<file path="config.mk">
export PLATFORM = sky130hd
export DESIGN_NAME = sram_port_arbiter
export DESIGN_NICKNAME = d
export VERILOG_FILES = /design/src/rtl/sram_port_arbiter.sv
export SDC_FILE = /design/constraint.sdc
export NUM_CORES = 1
export LEC_CHECK = 0
export CORE_MARGIN = 5
export CORE_UTILIZATION = 45
export CTS_CLUSTER_SIZE = 25
export DETAILED_ROUTE_END_ITERATION = 8
export PLACE_DENSITY = 0.94
export SYNTH_ARGS = -nofsm -noshare
export SYNTH_HDL_FRONTEND = slang
export SYNTH_SLANG_ARGS = --single-unit
</file>
<file path="constraint.sdc">
create_clock -name clk -period 3.58 [get_ports clk]
set_input_delay 0.716 -clock clk [delete_from_list [all_inputs] [get_ports clk]]
set_output_delay 0.716 -clock clk [all_outputs]
set_load 0.01 [all_outputs]
</file>
<file path="src/rtl/sram_port_arbiter.sv">
`default_nettype none
// ============================================================================
// Module   : sram_port_arbiter
// Purpose  : Shares one 32-bit asynchronous SRAM between instruction fetch
//            and data loads/stores (LW, LB, SW, SB). Data requests win over
//            fetch; an FSM sequences ce_n/oe_n/we_n and returns read data.
// Ports    : clk, rst (async, active-low)
//            if_req/if_addr -> if_data/if_valid/if_stall      (fetch side)
//            mem_read/mem_write/load_byte/mem_addr/mem_wdata
//                          -> mem_rdata/mem_done/mem_stall    (data side)
//            ram_addr/ram_dq_o/ram_dq_oe/ram_dq_i/ram_be_n/
//            ram_ce_n/ram_oe_n/ram_we_n                       (SRAM pins)
// Revision : 1.0 - initial release
// ============================================================================
module sram_port_arbiter #(
  parameter int ADDR_W   = 20,
  parameter int RD_WAIT  = 1,
  parameter int WE_WIDTH = 1
) (
  input  logic              clk,
  input  logic              rst,
  input  logic              if_req,
  input  logic [31:0]       if_addr,
  output logic [31:0]       if_data,
  output logic              if_valid,
  output logic              if_stall,
  input  logic              mem_read,
  input  logic              mem_write,
  input  logic              load_byte,
  input  logic [31:0]       mem_addr,
  input  logic [31:0]       mem_wdata,
  output logic [31:0]       mem_rdata,
  output logic              mem_done,
  output logic              mem_stall,
  output logic [ADDR_W-1:0] ram_addr,
  output logic [31:0]       ram_dq_o,
  output logic              ram_dq_oe,
  input  logic [31:0]       ram_dq_i,
  output logic [3:0]        ram_be_n,
  output logic              ram_ce_n,
  output logic              ram_oe_n,
  output logic              ram_we_n
);

  localparam logic [2:0] c_s_idle    = 3'd0;
  localparam logic [2:0] c_s_f_rd    = 3'd1;
  localparam logic [2:0] c_s_d_rd    = 3'd2;
  localparam logic [2:0] c_s_w_setup = 3'd3;
  localparam logic [2:0] c_s_w_pulse = 3'd4;
  localparam logic [2:0] c_s_w_hold  = 3'd5;
  localparam logic [2:0] c_s_done    = 3'd6;

  localparam logic [1:0] c_op_fetch  = 2'd0;
  localparam logic [1:0] c_op_load   = 2'd1;
  localparam logic [1:0] c_op_store  = 2'd2;

  localparam logic [2:0] c_rd_last   = 3'(RD_WAIT - 1);
  localparam logic [2:0] c_we_last   = 3'(WE_WIDTH - 1);

  logic [2:0]        r_state;
  logic [2:0]        w_state_nxt;
  logic [2:0]        r_cnt;
  logic [1:0]        r_op;
  logic [ADDR_W-1:0] r_addr;
  logic [1:0]        r_lane;
  logic              r_byte;
  logic [31:0]       r_wdata;
  logic [3:0]        r_be_n;
  logic [31:0]       r_if_data;
  logic [31:0]       r_mem_rdata;

  logic              w_dreq;
  logic              w_accept;
  logic              w_rd_last;
  logic [7:0]        w_lane_byte;
  logic [31:0]       w_load_fmt;
  logic              w_if_valid;
  logic              w_mem_done;
  logic              w_unused;

  // Byte-offset and upper address bits have no SRAM pin to go to.
  assign w_unused = ^{if_addr[31:ADDR_W+2], if_addr[1:0], mem_addr[31:ADDR_W+2]};

  assign w_dreq    = mem_read | mem_write;
  assign w_accept  = (r_state == c_s_idle) && (w_state_nxt != c_s_idle);
  assign w_rd_last = (r_cnt == c_rd_last);

  // --------------------------------------------------------------------------
  // State register
  // --------------------------------------------------------------------------
  always_ff @(posedge clk or negedge rst) begin
    if (!rst) begin
      r_state <= c_s_idle;
    end else begin
      r_state <= w_state_nxt;
    end
  end

  // --------------------------------------------------------------------------
  // Next-state logic
  // --------------------------------------------------------------------------
  always_comb begin
    w_state_nxt = r_state;
    case (r_state)
      c_s_idle: begin
        // Data side has fixed priority; read+write together is a write.
        if (w_dreq) begin
          w_state_nxt = mem_write ? c_s_w_setup : c_s_d_rd;
        end else if (if_req) begin
          w_state_nxt = c_s_f_rd;
        end
      end
      c_s_f_rd,
      c_s_d_rd: begin
        if (w_rd_last) w_state_nxt = c_s_done;
      end
      c_s_w_setup: w_state_nxt = c_s_w_pulse;
      c_s_w_pulse: begin
        if (r_cnt == c_we_last) w_state_nxt = c_s_w_hold;
      end
      c_s_w_hold:  w_state_nxt = c_s_done;
      c_s_done:    w_state_nxt = c_s_idle;
      default:     w_state_nxt = c_s_idle;
    endcase
  end

  // --------------------------------------------------------------------------
  // Output logic (strobes and pulses decoded from state)
  // --------------------------------------------------------------------------
  always_comb begin
    ram_ce_n   = 1'b1;
    ram_oe_n   = 1'b1;
    ram_we_n   = 1'b1;
    ram_be_n   = 4'hF;
    ram_dq_oe  = 1'b0;
    w_if_valid = 1'b0;
    w_mem_done = 1'b0;
    case (r_state)
      c_s_f_rd,
      c_s_d_rd: begin
        ram_ce_n = 1'b0;
        ram_oe_n = 1'b0;
        ram_be_n = 4'h0;
      end
      c_s_w_setup,
      c_s_w_hold: begin
        ram_ce_n  = 1'b0;
        ram_be_n  = r_be_n;
        ram_dq_oe = 1'b1;
      end
      c_s_w_pulse: begin
        ram_ce_n  = 1'b0;
        ram_we_n  = 1'b0;
        ram_be_n  = r_be_n;
        ram_dq_oe = 1'b1;
      end
      c_s_done: begin
        w_if_valid = (r_op == c_op_fetch);
        w_mem_done = (r_op != c_op_fetch);
      end
      default: begin
      end
    endcase
  end

  assign if_valid  = w_if_valid;
  assign mem_done  = w_mem_done;
  // Stalls follow the live request so the pipeline freezes from the very
  // first cycle it asks; reset forces them low.
  assign if_stall  = rst & if_req & ~w_if_valid;
  assign mem_stall = rst & w_dreq & ~w_mem_done;

  assign ram_addr  = r_addr;
  assign ram_dq_o  = r_wdata;
  assign if_data   = r_if_data;
  assign mem_rdata = r_mem_rdata;

  // --------------------------------------------------------------------------
  // Wait/pulse counter: restarts on every state change
  // --------------------------------------------------------------------------
  always_ff @(posedge clk or negedge rst) begin
    if (!rst) begin
      r_cnt <= 3'd0;
    end else if (w_state_nxt != r_state) begin
      r_cnt <= 3'd0;
    end else begin
      r_cnt <= r_cnt + 3'd1;
    end
  end

  // --------------------------------------------------------------------------
  // Request latch: captured once at acceptance, frozen for the access
  // --------------------------------------------------------------------------
  always_ff @(posedge clk or negedge rst) begin
    if (!rst) begin
      r_op    <= c_op_fetch;
      r_addr  <= '0;
      r_lane  <= 2'd0;
      r_byte  <= 1'b0;
      r_wdata <= 32'd0;
      r_be_n  <= 4'hF;
    end else if (w_accept) begin
      if (w_dreq) begin
        r_op   <= mem_write ? c_op_store : c_op_load;
        r_addr <= mem_addr[ADDR_W+1:2];
        r_lane <= mem_addr[1:0];
        r_byte <= load_byte;
        if (mem_write) begin
          // Byte stores replicate the byte on every lane; be_n picks one.
          r_wdata <= load_byte ? {4{mem_wdata[7:0]}} : mem_wdata;
          r_be_n  <= load_byte ? ~(4'b0001 << mem_addr[1:0]) : 4'h0;
        end
      end else begin
        r_op   <= c_op_fetch;
        r_addr <= if_addr[ADDR_W+1:2];
        r_lane <= 2'd0;
        r_byte <= 1'b0;
      end
    end
  end

  // --------------------------------------------------------------------------
  // Load formatting: LB picks the addressed lane and sign-extends it
  // --------------------------------------------------------------------------
  always_comb begin
    case (r_lane)
      2'd0:    w_lane_byte = ram_dq_i[7:0];
      2'd1:    w_lane_byte = ram_dq_i[15:8];
      2'd2:    w_lane_byte = ram_dq_i[23:16];
      default: w_lane_byte = ram_dq_i[31:24];
    endcase
    w_load_fmt = r_byte ? {{24{w_lane_byte[7]}}, w_lane_byte} : ram_dq_i;
  end

  // --------------------------------------------------------------------------
  // Read capture on the last oe_n-low cycle; values hold until overwritten
  // --------------------------------------------------------------------------
  always_ff @(posedge clk or negedge rst) begin
    if (!rst) begin
      r_if_data   <= 32'd0;
      r_mem_rdata <= 32'd0;
    end else begin
      if ((r_state == c_s_f_rd) && w_rd_last) r_if_data   <= ram_dq_i;
      if ((r_state == c_s_d_rd) && w_rd_last) r_mem_rdata <= w_load_fmt;
    end
  end

endmodule
`default_nettype wire

</file>
# Yosys cells after proc, flatten, opt, wreduce, memory -nomap -nowiden
# Cells that the tools add are included.
[op_classes]
muxes = 23
eq_ne = 9
bitwise_logic = 8
reduce_logical = 13
shifts = 1
n_addsub = 1
[op_table]
columns = ["operator", "n"]
rows = [
  ["$mux 32", 2],
  ["$pmux 8 s3", 1],
  ["$mux 20", 1],
  ["$mux 3", 5],
  ["$pmux 3 s5", 1],
  ["$eq 3x3->1 const B", 3],
  ["$mux 1", 8],
  ["$pmux 4 s2", 1],
  ["$eq 3x2->1 const B", 2],
  ["$logic_not 3->1", 2],
  ["$mux 2", 3],
  ["$reduce_or 5->1", 1],
  ["$and 1x1->1", 4],
  ["$logic_not 2->1", 2],
  ["$mux 4", 1],
  ["$not 4->4", 1],
  ["$shl 1x2->4 const A", 1],
  ["$add 3x1->3 const B", 1],
  ["$eq 3x1->1 const B", 1],
  ["$logic_and 1x1->1", 3],
  ["$ne 3x3->1", 1],
  ["$reduce_and 3->1", 1],
  ["$reduce_bool 3->1", 1],
  ["$reduce_or 3->1", 1],
  ["6 further kinds", 7],
]
[totals]
output_inout_bits = 128
ff_bits = 131

# Longest topological paths before layout
[logic_depth]
ltp_word = 6
depth_mapped = 9

# Worst setup path after synthesis
# No wires, ideal clock.
[synth_timing]
path_kind = "input to output"
start = "input port mem_read"
end = "output port mem_stall"
setup_slack_ps = 1411
arrival_ps = 1453
cell_stages = 5
path_buffers = 2
cell_sequence = "or2_0 > buf_2 > clkbuf_1 > nand2_1 > nor2_1"
[synth_between]
elab_chain_len = 3
[synth_lines]
columns = ["item", "line_no", "rtl"]
rows = [
  ["start: declaration", "27", "input logic mem_read,"],
  ["$or 1x1->1", "84", "assign w_dreq = mem_read | mem_write;"],
  ["$and 1x1->1 (2 in a row)", "171", "assign mem_stall = rst & w_dreq & ~w_mem_done;"],
  ["end: declaration", "34", "output logic mem_stall,"],
]
# No other way between the ends.

# Worst setup path in the final report
[layout_timing]
start = "register r_state[1]"
end = "output port ram_be_n[3]"
[layout_between]
elab_chain_len = 3
elab_cells_between_ends = 8
[layout_lines]
columns = ["item", "line_no", "rtl"]
rows = [
  ["start: declaration", "60", "logic [2:0] r_state;"],
  ["start signal: assignment", "93", "r_state <= c_s_idle;"],
  ["start signal: assignment", "95", "r_state <= w_state_nxt;"],
  ["$eq 3x3->1 (tied with other cells)", "138", "case (r_state)"],
  ["$reduce_or 3->1 (no source line) or $reduce_or 2->1 (tied branches)", "-", ""],
  ["$pmux 4 s2 (*)", "138", ""],
  ["end: declaration", "39", "output logic [3:0] ram_be_n,"],
]
# Mark *: on every way between the ends. The rest lies on a longest branch, timed or not.

==> qor_table.md <==
| Stage | Parameter | Reported |
| --- | --- | --- |
| outcome | Result of the run | completed |
| timing | RSZ-0062 raised after global routing | no |
| worst setup path | Cell family with most CP delay | compound AO/OA/AOI/OAI gates |
| yosys | Post-synthesis sequential area ratio | 0.535 |
| yosys | Synthesis warning total | 0 |
| cts | Library cell used as clock root buffer | sky130_fd_sc_hd__clkbuf_16 |
| pwr | Power density over the cells | 884 nW/um^2 |
| layout | Final Core Density | 0.685 |
| worst setup path | Critical path buffer and inverter count | 1 |
| yosys | Cell taking the most area after synthesis | sky130_fd_sc_hd__dfrtp_1 |
| cts | Clock Sinks | 131 |
| cts | Worst-skew pair later-pin latency | 0.40 ns |
| timing | Post-route minimum period | 3.16 ns |
| drt | DRC viols | 0 |
| drt | Final WL | 18000 um |
| place | Placed Instances | 967 |
| die | Placeable core region | 13300 sq um |
| layout | Most frequent standard cell in the layout excluding fill and tap cells | sky130_fd_sc_hd__clkdlybuf4s50_1 |
| worst setup path | Type of element capturing the critical path | primary output |
| grt | Tot GR Track Use | 0.222 |
| cts | Post CTS Setup Buffer Count | 0 |
| drt | Vias per Instance | 5.16 |
| yosys | Number of different library cells in the post-synthesis netlist | 46 |
| layout | Leading cell types in the layout, fill and taps excluded | sky130_fd_sc_hd__clkdlybuf4s50_1, sky130_fd_sc_hd__dfrtp_1, sky130_fd_sc_hd__nand2_1, sky130_fd_sc_hd__nor2_1, sky130_fd_sc_hd__a31oi_1 |
| die | Die Ht | 127 um |
| drt | Wire length per cell | 18.0 um |
| worst setup path | Sort of element at the start of the critical path | register |
| yosys | Mapped Nets | 722 |
| drt | Post-route antenna net violation count | 0 |
| timing | Final cycle utilization of the critical path | 0.882 |
| flow run | Reported max-cap violation count | 0 |
| cts | Number of CTS-inserted buffers | 17 |
| drt | Via count | 5156 |
| place | HPWL after detailed placement | 13100 um |
| layout | Area occupied by multi-input gates | 2560 sq um |
| worst setup path | Critical Path RT | 2.86 ns |
| yosys | Proportion of synthesized flip-flops having asynchronous set or reset | 1.00 |
| yosys | EDFF count, synth | 0 |
| die | Die Outline Area | 16100 sq um |
| worst setup path | Delay contributed by the slowest stage of the critical path | 0.55 ns |
| layout | Number of inserted filler cells in the final layout | 963 |
| place | GPL Wtd Cong | 0.801 |
| min path | Classification of the worst-slack hold path | input port to async pin |
| timing | Maximum clock frequency | 317 MHz |
| grt | Number of global-route vias before repair | 5298 |
| timing | Setup slack after layout | 0.423 ns |
| place | Worst setup slack after placement | 0.672 ns |
| place | DP Area | 8540 sq um |
| layout | Antenna Diode Count | 0 |
| layout | Net count reported at finish | 946 |
| yosys | Post-Synthesis Cell Area | 6140 sq um |
| worst setup path | Worst-path fanout max | 9 |
| timing | Headroom to the max-slew limit | 0.349 |
| layout | Final standard cell area without fillers | 9110 sq um |
| yosys | Share of the synthesized area in the top cell type | 0.518 |
| worst setup path | CP max-delay cell | sky130_fd_sc_hd__clkdlybuf4s50_1 |
| cts | Level count of the clock H-tree | 4 |
| cts | Quantity of gates resized following cts | 0 |
| timing | Tightest hold margin | 0.125 ns |
| timing | Number of setup violations in the final report | 0 |
| pwr | Static leakage power | 4.03 nW |
| timing | Sum of negative setup slack | 0 ns |
| cts | Post-cts hold buffer count | 0 |
| worst setup path | Cell breakdown of the critical path | and2b_2 > o21bai_1 > o21a_1 > clkdlybuf4s50_1 |
| cts | Clock transition at the registers of the reported paths | 0.06 ns |
| place | Number of port buffers | 239 |
| drt | Starting DRT DRC Count | 385 |
| grt | Maximum number of pins on one net before global-route repair | 65 |
| grt | GRT overflow | 0 |
| die | Num rows | 42 |
| pwr | Max rail drop VDD | 0.643 mV |
| yosys | Number of flip-flops and latches in the synthesized netlist | 131 |
| drt | Detailed-routing iteration count for the pre-antenna-repair pass | 5 |
| layout | Sequential standard cell area | 3280 sq um |
| layout | Area added between synthesis and finish | 48.3% |
| yosys | Most area-consuming cells after synthesis | sky130_fd_sc_hd__dfrtp_1, sky130_fd_sc_hd__mux2_4, sky130_fd_sc_hd__nand2_1 |
| worst setup path | Classification of the worst setup path | register to primary output |
| cts | CTS tree | done |
| grt | First-pass GRT wire length | 28200 um |
| yosys | Top FF cell, synth | sky130_fd_sc_hd__dfrtp_1 |
| grt | Antenna violations before repair | 0 |
| timing | Final hold violations | 0 |
| die | Ports placed on the boundary | 262 |
| pwr | Total power | 8.05 mW |
| yosys | Post-synthesis instance total | 586 |
| cts | Clock buffer depth | 2 |
| die | Effective utilization at floorplan | 0.462 |
| timing | Clock Skew | 0.0103 ns |
| timing | Max Slew Vio Count | 0 |
| yosys | Synthesized area per cell | 10.5 sq um |
| die | Chip width | 127 um |
| layout | Filler-free cell count of the finished design | 999 |
| timing | Actual transition at the worst max-transition pin | 0.973 ns |
| worst setup path | Arrival time of the worst setup path | 2.44 ns |
| layout | Share of layout cells above drive strength 1 | 0.103 |
-- synth_stat cells (all sizes together) (3+ instances only) --
library cell    n
nor2           60
a32oi           5
o211ai          3
nand3           3
mux2i          32
mux2           32
nand2         117
dfrtp         127
buf            32
o21ai          36
o31ai           3
o21a            5
a21oi           8
a21o            7
nor2b           5
nand2b         25
a31oi          47
inv             5
dfstp           4
clkbuf         11
-- per-layer routing --
metal	vias up	track usage	wire (um)
li1	2458	-	-
met1	2488	0.266	7370
met2	187	0.383	9110
met3	23	0.0673	1230
met4	0	0.0713	274
met5	-	0	0
-- power breakdown --
part / leakage, nW / internal [mW] / switching [mW] / total, mW
logic: 2.23 / 2.11 / 1.62 / 3.73
clock network: 0.272 / 0.996 / 0.627 / 1.62
registers: 1.52 / 2.20 / 0.493 / 2.69
total: 4.03 / 5.31 / 2.74 / 8.05
-- cell families (layout without fill, tap and decap cells) --
logic type                 after synthesis  count (layout)  share of synthesized area
xor gates and xnor gates                 1               1                    0.00143
AOI/OAI and AO/OA                      120             120                      0.121
buffers and inverters                   48             285                     0.0485
adders and majority gates                2               2                    0.00407
DFF                                    131             131                      0.535
muxes                                   65              65                      0.133
and+or+nand+nor                        219             219                      0.158
-- cell type report --
class	instances	area share
Tap cell	176	0.0242
Clock buffer	25	0.0566
Timing Repair Buffer	248	0.270
Multi-Input combinational cell	407	0.281
Sequential cell	131	0.361
Inverter	5	0.00206
Clock inverter	7	0.00508
-- final timing paths --
path / startpoint / endpoint / slack (ns) / depth (start not counted)
worst min register to register: r_cnt[0] / r_cnt[0] / 0.46 / 1
worst max register to register: r_cnt[0] / mem_rdata[15] / 1.08 / 7
worst max-delay path: r_state[1] / ram_be_n[3] / 0.42 / 4
worst min-delay path: rst / r_op[1] / 0.12 / 1
max in group asynchronous: rst / ram_addr[16] / 1.97 / 3
min in group clk: r_cnt[0] / r_cnt[0] / 0.46 / 1
-- registers in the layout (all words and copies together) (netlist names) --
signal     flops
if_data       32
mem_rdata     32
r_be_n         4
r_byte         1
r_cnt          3
r_lane         2
r_op           2
r_state        3
ram_addr      20
ram_dq_o      32
-- worst reg2reg max path, stage by stage (launching register included) --
cell	delay, ns
sky130_fd_sc_hd__dfrtp_1	0.39
sky130_fd_sc_hd__inv_1	0.07
sky130_fd_sc_hd__ha_1	0.13
sky130_fd_sc_hd__nor2b_1	0.53
sky130_fd_sc_hd__and3b_2	0.48
sky130_fd_sc_hd__buf_4	0.49
sky130_fd_sc_hd__nor2_1	0.12
sky130_fd_sc_hd__a31oi_1	0.19
Note: power is estimated with default switching activity, not from simulation.
